[src/rtl/uart_recv.sv]
// uart_recv: 8E1 LSB-first UART receiver, mid-bit sampling realigned on each start edge.
module uart_recv #(
  parameter int CLOCK_RATE = 50_000_000,
  parameter int BAUD_RATE  = 115200
) (
  input  logic       clk,
  input  logic       rst,
  input  logic       rx,
  output logic [7:0] data,
  output logic       valid,
  output logic       parity_err,
  output logic       frame_err
);
  localparam int BIT_TICKS  = CLOCK_RATE / BAUD_RATE;
  localparam int HALF_TICKS = BIT_TICKS / 2;
  localparam int CW         = $clog2(BIT_TICKS);
  localparam logic [CW-1:0] BIT_LD  = CW'(BIT_TICKS - 1);
  localparam logic [CW-1:0] HALF_LD = CW'(HALF_TICKS - 1);

  typedef enum logic [2:0] {IDLE, START, DATA, PARITY, STOP} state_t;

  state_t        state;
  logic [CW-1:0] cnt;
  logic [2:0]    idx;
  logic [7:0]    shift;
  logic          p;
  logic          rx_m, rx_s, prev;

  always_ff @(posedge clk or negedge rst) begin
    if (!rst) begin
      state      <= IDLE;
      cnt        <= '0;
      idx        <= '0;
      shift      <= '0;
      p          <= 1'b0;
      data       <= '0;
      valid      <= 1'b0;
      parity_err <= 1'b0;
      frame_err  <= 1'b0;
      rx_m       <= 1'b1;
      rx_s       <= 1'b1;
      prev       <= 1'b1;
    end else begin
      rx_m  <= rx;
      rx_s  <= rx_m;
      prev  <= rx_s;
      valid <= 1'b0;
      // Only a high-to-low transition re-arms the receiver, so a line stuck low after a framing error is ignored
      if (state == IDLE) begin
        if (!rx_s && prev) begin
          cnt   <= HALF_LD;
          state <= START;
        end
      end else if (cnt != '0) begin
        cnt <= cnt - 1'b1;
      end else begin
        case (state)
          START: begin
            cnt   <= BIT_LD;
            idx   <= '0;
            state <= rx_s ? IDLE : DATA;
          end
          DATA: begin
            shift <= {rx_s, shift[7:1]};
            idx   <= idx + 3'd1;
            cnt   <= BIT_LD;
            state <= (idx == 3'd7) ? PARITY : DATA;
          end
          PARITY: begin
            p     <= rx_s;
            cnt   <= BIT_LD;
            state <= STOP;
          end
          STOP: begin
            data       <= shift;
            parity_err <= p != ^shift;
            frame_err  <= !rx_s;
            valid      <= 1'b1;
            state      <= IDLE;
          end
          default: state <= IDLE;
        endcase
      end
    end
  end
endmodule
[config.mk]
export PLATFORM = sky130hd
export DESIGN_NAME = uart_recv
export DESIGN_NICKNAME = d
export VERILOG_FILES = /design/src/rtl/uart_recv.sv
export SDC_FILE = /design/constraint.sdc
export NUM_CORES = 1
export LEC_CHECK = 0
export BUFFER_PORTS_ARGS = -buffer_cell sky130_fd_sc_hd__buf_2
export CAP_MARGIN = 20
export CORE_ASPECT_RATIO = 1.2
export CORE_MARGIN = 3
export CORE_UTILIZATION = 58
export CTS_CLUSTER_DIAMETER = 60
export DETAILED_ROUTE_END_ITERATION = 12
export PLACE_DENSITY = 0.76
export SLEW_MARGIN = 20
export SYNTH_ARGS = -nofsm -noshare
export SYNTH_HDL_FRONTEND = slang
export SYNTH_SLANG_ARGS = --single-unit
[constraint.sdc]
create_clock -name clk -period 2.62 [get_ports clk]
set_input_delay 0.524 -clock clk [delete_from_list [all_inputs] [get_ports clk]]
set_output_delay 0.524 -clock clk [all_outputs]
set_load 0.01 [all_outputs]
* Word-level counts from Yosys, hierarchy flattened
Cells that the tools add are included.
** Word-level totals
- Memories kept :: 0
- Register bits :: 38
- Input port bits :: 3
- Bits in read-only memories :: 0
- Bits in writable memories :: 0
- Output and inout bits :: 11
- Bits in latches :: 0
** Cells by class
- Equality and inequality tests :: 8
- $add $sub $neg :: 2
- Bitwise gates (word level) :: 2
- Shift-type cells :: 0
- Reduce and logical (&&, ||, !) cells :: 14
- Divide/modulo/power cells :: 0
- Multiplexer cells :: 14
- Multipliers :: 0
- $lt $le $gt $ge :: 0
** Operator list (count)
- 9-bit two-way mux :: 4
- 3-bit AND reduction :: 4
- 3-bit two-way mux :: 3
- 3-bit one-hot mux with 3 select lines :: 1
- 9-bit nonzero test :: 1
- 9-bit by 1-bit subtractor with 9-bit output (second input constant) :: 1
- 8-bit XOR reduction :: 1
- 3-bit by 2-bit equality test with 1-bit output (second input constant) :: 2
- 3-bit equality test (second input constant) :: 2
- 3-bit one-hot mux with 2 select lines :: 1
- 1-bit two-way mux :: 4
- 2-bit AND reduction :: 2
- 3-bit by 1-bit adder with 3-bit output (second input constant) :: 1
- 3-bit by 1-bit equality test with 1-bit output (second input constant) :: 1
- 3-bit logical NOT :: 1
- 3-bit nonzero test :: 1
- 3-bit OR reduction :: 1
- 2-bit two-way mux :: 1
- 2-bit by 1-bit != test with 1-bit output (second input constant) :: 1
- 2-bit != test (second input constant) :: 1
- 1-bit inverter :: 2
- 2-bit nonzero test :: 1
- 1-bit logical AND :: 1
- 1-bit logical NOT :: 1
- 1-bit != test :: 1

* Logic depth before layout (Yosys ltp)
- Depth in word-level cells :: 5
- Depth in mapped cells :: 7

* Worst setup path after synthesis
Ideal clock, no wire load.
- Path kind :: reg2reg
- From :: register cnt[0]
- To :: register idx[0]
- Data required time :: 2.499 ns
- Arrival :: 1.738 ns
- Setup slack :: 0.761 ns
- Buffers on the path :: 0
- Cell stages (with the launch flop) :: 7
- Cells stage by stage :: dfrtp_1 inv_1 ha_1 nor4b_4 nand2_2 or3_4 a22o_2
** Between the ends
- Longest elaborated chain between the ends :: 3
** Ends and longest elaborated chain
- start: declaration :: RTL line 23 : logic [CW-1:0] cnt;
- start signal: assignment :: RTL line 55 : cnt <= cnt - 1'b1;
- 9-bit nonzero test :: RTL line 54 : end else if (cnt != '0) begin
- 1-bit inverter (no source line)
- 3-bit AND reduction (no source line)
- end signal: assignment :: RTL line 65 : idx <= idx + 3'd1;
- end: declaration :: RTL line 24 : logic [2:0] idx;
Every way passes these cells.
A chain may end at the register's enable or synchronous reset.

* Final worst setup path
- From :: register cnt[1]
- To :: register idx[0]
Same word-level chain as after synthesis.

==> reports/results.ini <==
[status]
outcome = finished clean

[final_layout]
final_cell_count_no_fill = 205
nets = 176
drive_gt1_share_pct = 32.2
nFillCells = 239
n_antenna_cell = 0
area_growth_pct = 8.33

[route]
num_vias = 1215
wl_um = 3140
routedWlPerCell_um = 15.3
ant_nets = 0
drtIter0Drc = 22
vias_per_cell = 5.93
first_pass_iters = 4
drc = 0

[critical_path]
cpPeakStageDelay_ns = 0.43
reg2reg_depth = 6
worstReg2RegStart = cnt[1]
path_buf_inv = 1
crit_path_cell_trace = inv_1, ha_1, nor4b_4, nand2_2, or3_4, a22o_2
crit_path_end = idx[0]
cp_top_family = simple AND/OR/NAND/NOR gates
critPathArrivalTime_ns = 2.28
cp_max_fo = 10
start_kind = flop
crit_cells = 6
regToRegSetupSlack_ns = 0.58
cp-end-kind = flop
critPathKind = flop to flop
slowest_stage = or3_4
startpoint = cnt[1]
critical_path_required_ns = 2.86
r2r-end = idx[0]

[clock_tree]
cts_max_path_buffers = 2
cts-root-buf = clkbuf_4
cts_sinks = 38
htree_levels = 2
cts_tree = built
clk_pin_slew_ns = 0.11
clk_latency_ns = 0.34
cts_buffers = 5
cts_hold_buf = 0
post_cts_buffers = 0
cts_resized = 0

[sta]
fin_worst_skew_ns = 0.00930
post-route-min-period_ns = 2.04
relSlewSlack_pct = 46.6
fin_crit_sh_pct = 77.8
drv_slew = 0
setup_violations = 0
fmax_mhz = 490
rsz0062_at_grt = false
finalSetupTns_ns = 0
worst_slack_ns = 0.580
worstMarginPinSlew_ns = 0.801
finalHoldViolCount = 0

[synth]
ys.flop_type = dfrtp_1
synth-edff-count = 0
ys_types = 45
yosysTopAreaCellShare_pct = 48.2
synthTopCellsByCount = 35 x dfrtp_1, 17 x mux2_2, 15 x nand2_1
syn_inst = 155
netlist_area_mm2 = 0.00182
avgSynthCellArea_um2 = 11.7
ys_ff_latch = 38
synthArstFlopShare_pct = 100
synth.yosys.seq_area_share_pct = 52.5
yosysMostFrequentCell = dfrtp_1
yosys_warnings = 0
yosysTopAreaCell = dfrtp_1
synth_nets = 161
synth.top_cells.by_area = dfrtp_1 48%, mux2_2 11%, dfstp_2 4.3%

[global_routing]
gr-usage-met3_pct = 5.35
grt_pass1_wl_um = 5660
met2_usage_pct = 31.1
busiest_layer = met2
grt_max_degree = 39
gr-usage-all-layers_pct = 19.5
use_met1_pct = 24.0
overflow = 0
grt_pass1_vias = 1261
antenna_found_initial = 0

[placed_design]
dp_cells = 197
port_buffers = 13
pre_cts_ws_ns = 0.606
globalplace.congestion = 0.858
hpwl_um = 2220

[floorplanning]
rows = 21
die-area_mm2 = 0.00385
coreArea_mm2 = 0.00289
die_w_um = 57.1
pin_count = 14
start_util_pct = 62.9
die_h_um = 67.3

[power_and_ir_drop]
vdd_drop_max_uv = 534
p_per_area_mw_per_mm2 = 688
p_leak_nw = 0.960
total_power_mw = 1.36

[run]
drv_cap = 0

[hold_path]
hold_path_class = input pin to asynchronous set/reset pin

[sequential cells by signal, summed over array words and instances, names as in the netlist, 3 cells and up]
name / count
shift: 8
idx: 3
state: 3
data: 8
cnt: 9
[area by class of cell]
| cell class | count | area, µm² | area share (%) |
|---|---|---|---|
| tap | 34 | 42.5 | 2.16 |
| inverter | 4 | 15.0 | 0.762 |
| clock buffer | 7 | 55.1 | 2.80 |
| multi-input combinational | 106 | 817 | 41.5 |
| timing repair buffer | 15 | 80.1 | 4.07 |
| sequential | 38 | 955 | 48.5 |
| clock inverter | 1 | 5.00 | 0.254 |
[power breakdown]
group          switching (mW)  internal (mW)  leakage [nW]
Sequential              0.110          0.653         0.493
Clock                   0.188          0.130        0.0353
Combinational           0.145          0.130         0.431
[worst reg2reg max path, stage by stage (launching register included)]
cell	delay, ns
dfrtp_1	0.40
inv_1	0.08
ha_1	0.21
nor4b_4	0.35
nand2_2	0.20
or3_4	0.43
a22o_2	0.26
[logic make-up after synthesis]
group           share of synthesized area, %
compound gates                          12.3
xor+xnor                                4.61
fa+ha+maj                               2.06
buf+inv                                 2.55
flops                                   52.5
mux                                     11.1
simple gates                            14.9
[per-stage QoR]
stage / cell area [µm²] / utilization [%] / hold slack (ns)
floorplan: 1820 / - / 0.228
global placement: 1910 / 66.1 / 0.345
detailed placement: 1910 / 66.1 / 0.347
CTS: 1970 / 68.1 / 0.261
global route: 1970 / 68.1 / 0.254
finish: 1970 / 68.1 / 0.255
[how the worst min path moves through the flow]
| stage | depth (start not counted) | slack [ns] | to | start |
|---|---|---|---|---|
| final | 1 | 0.25 | cnt[5] | rst |
| after detailed placement | 0 | 0.35 | rx_s | rx_m |
| after global routing | 1 | 0.25 | rx_m | rx |
| after global placement | 0 | 0.35 | rx_s | rx_m |
| after CTS | 1 | 0.26 | rx_m | rx |
| after floorplan | 0 | 0.23 | cnt[0] | rst |
[metal layers]
layer  vias up  share of wire [%]
met4         0                2.5
met2        31                 48
met1       592                 45
met3         7                3.9
met5         -                  0
li1        585                  -
[placed cells by master, fill, tap and decap left out, types with 4 or more instances in the layout]
master    netlist  final
dfrtp_1        35     35
a22o_2          4      4
o22ai_1         4      4
buf_2           1     13
clkbuf_4        0      5
o21ai_0         6      6
inv_1           4      4
nor3_1          4      4
xnor2_1         5      5
nor2_1         12     12
nand2_1        15     15
mux2_2         17     17
No activity file was read; power rests on OpenSTA's default activity.
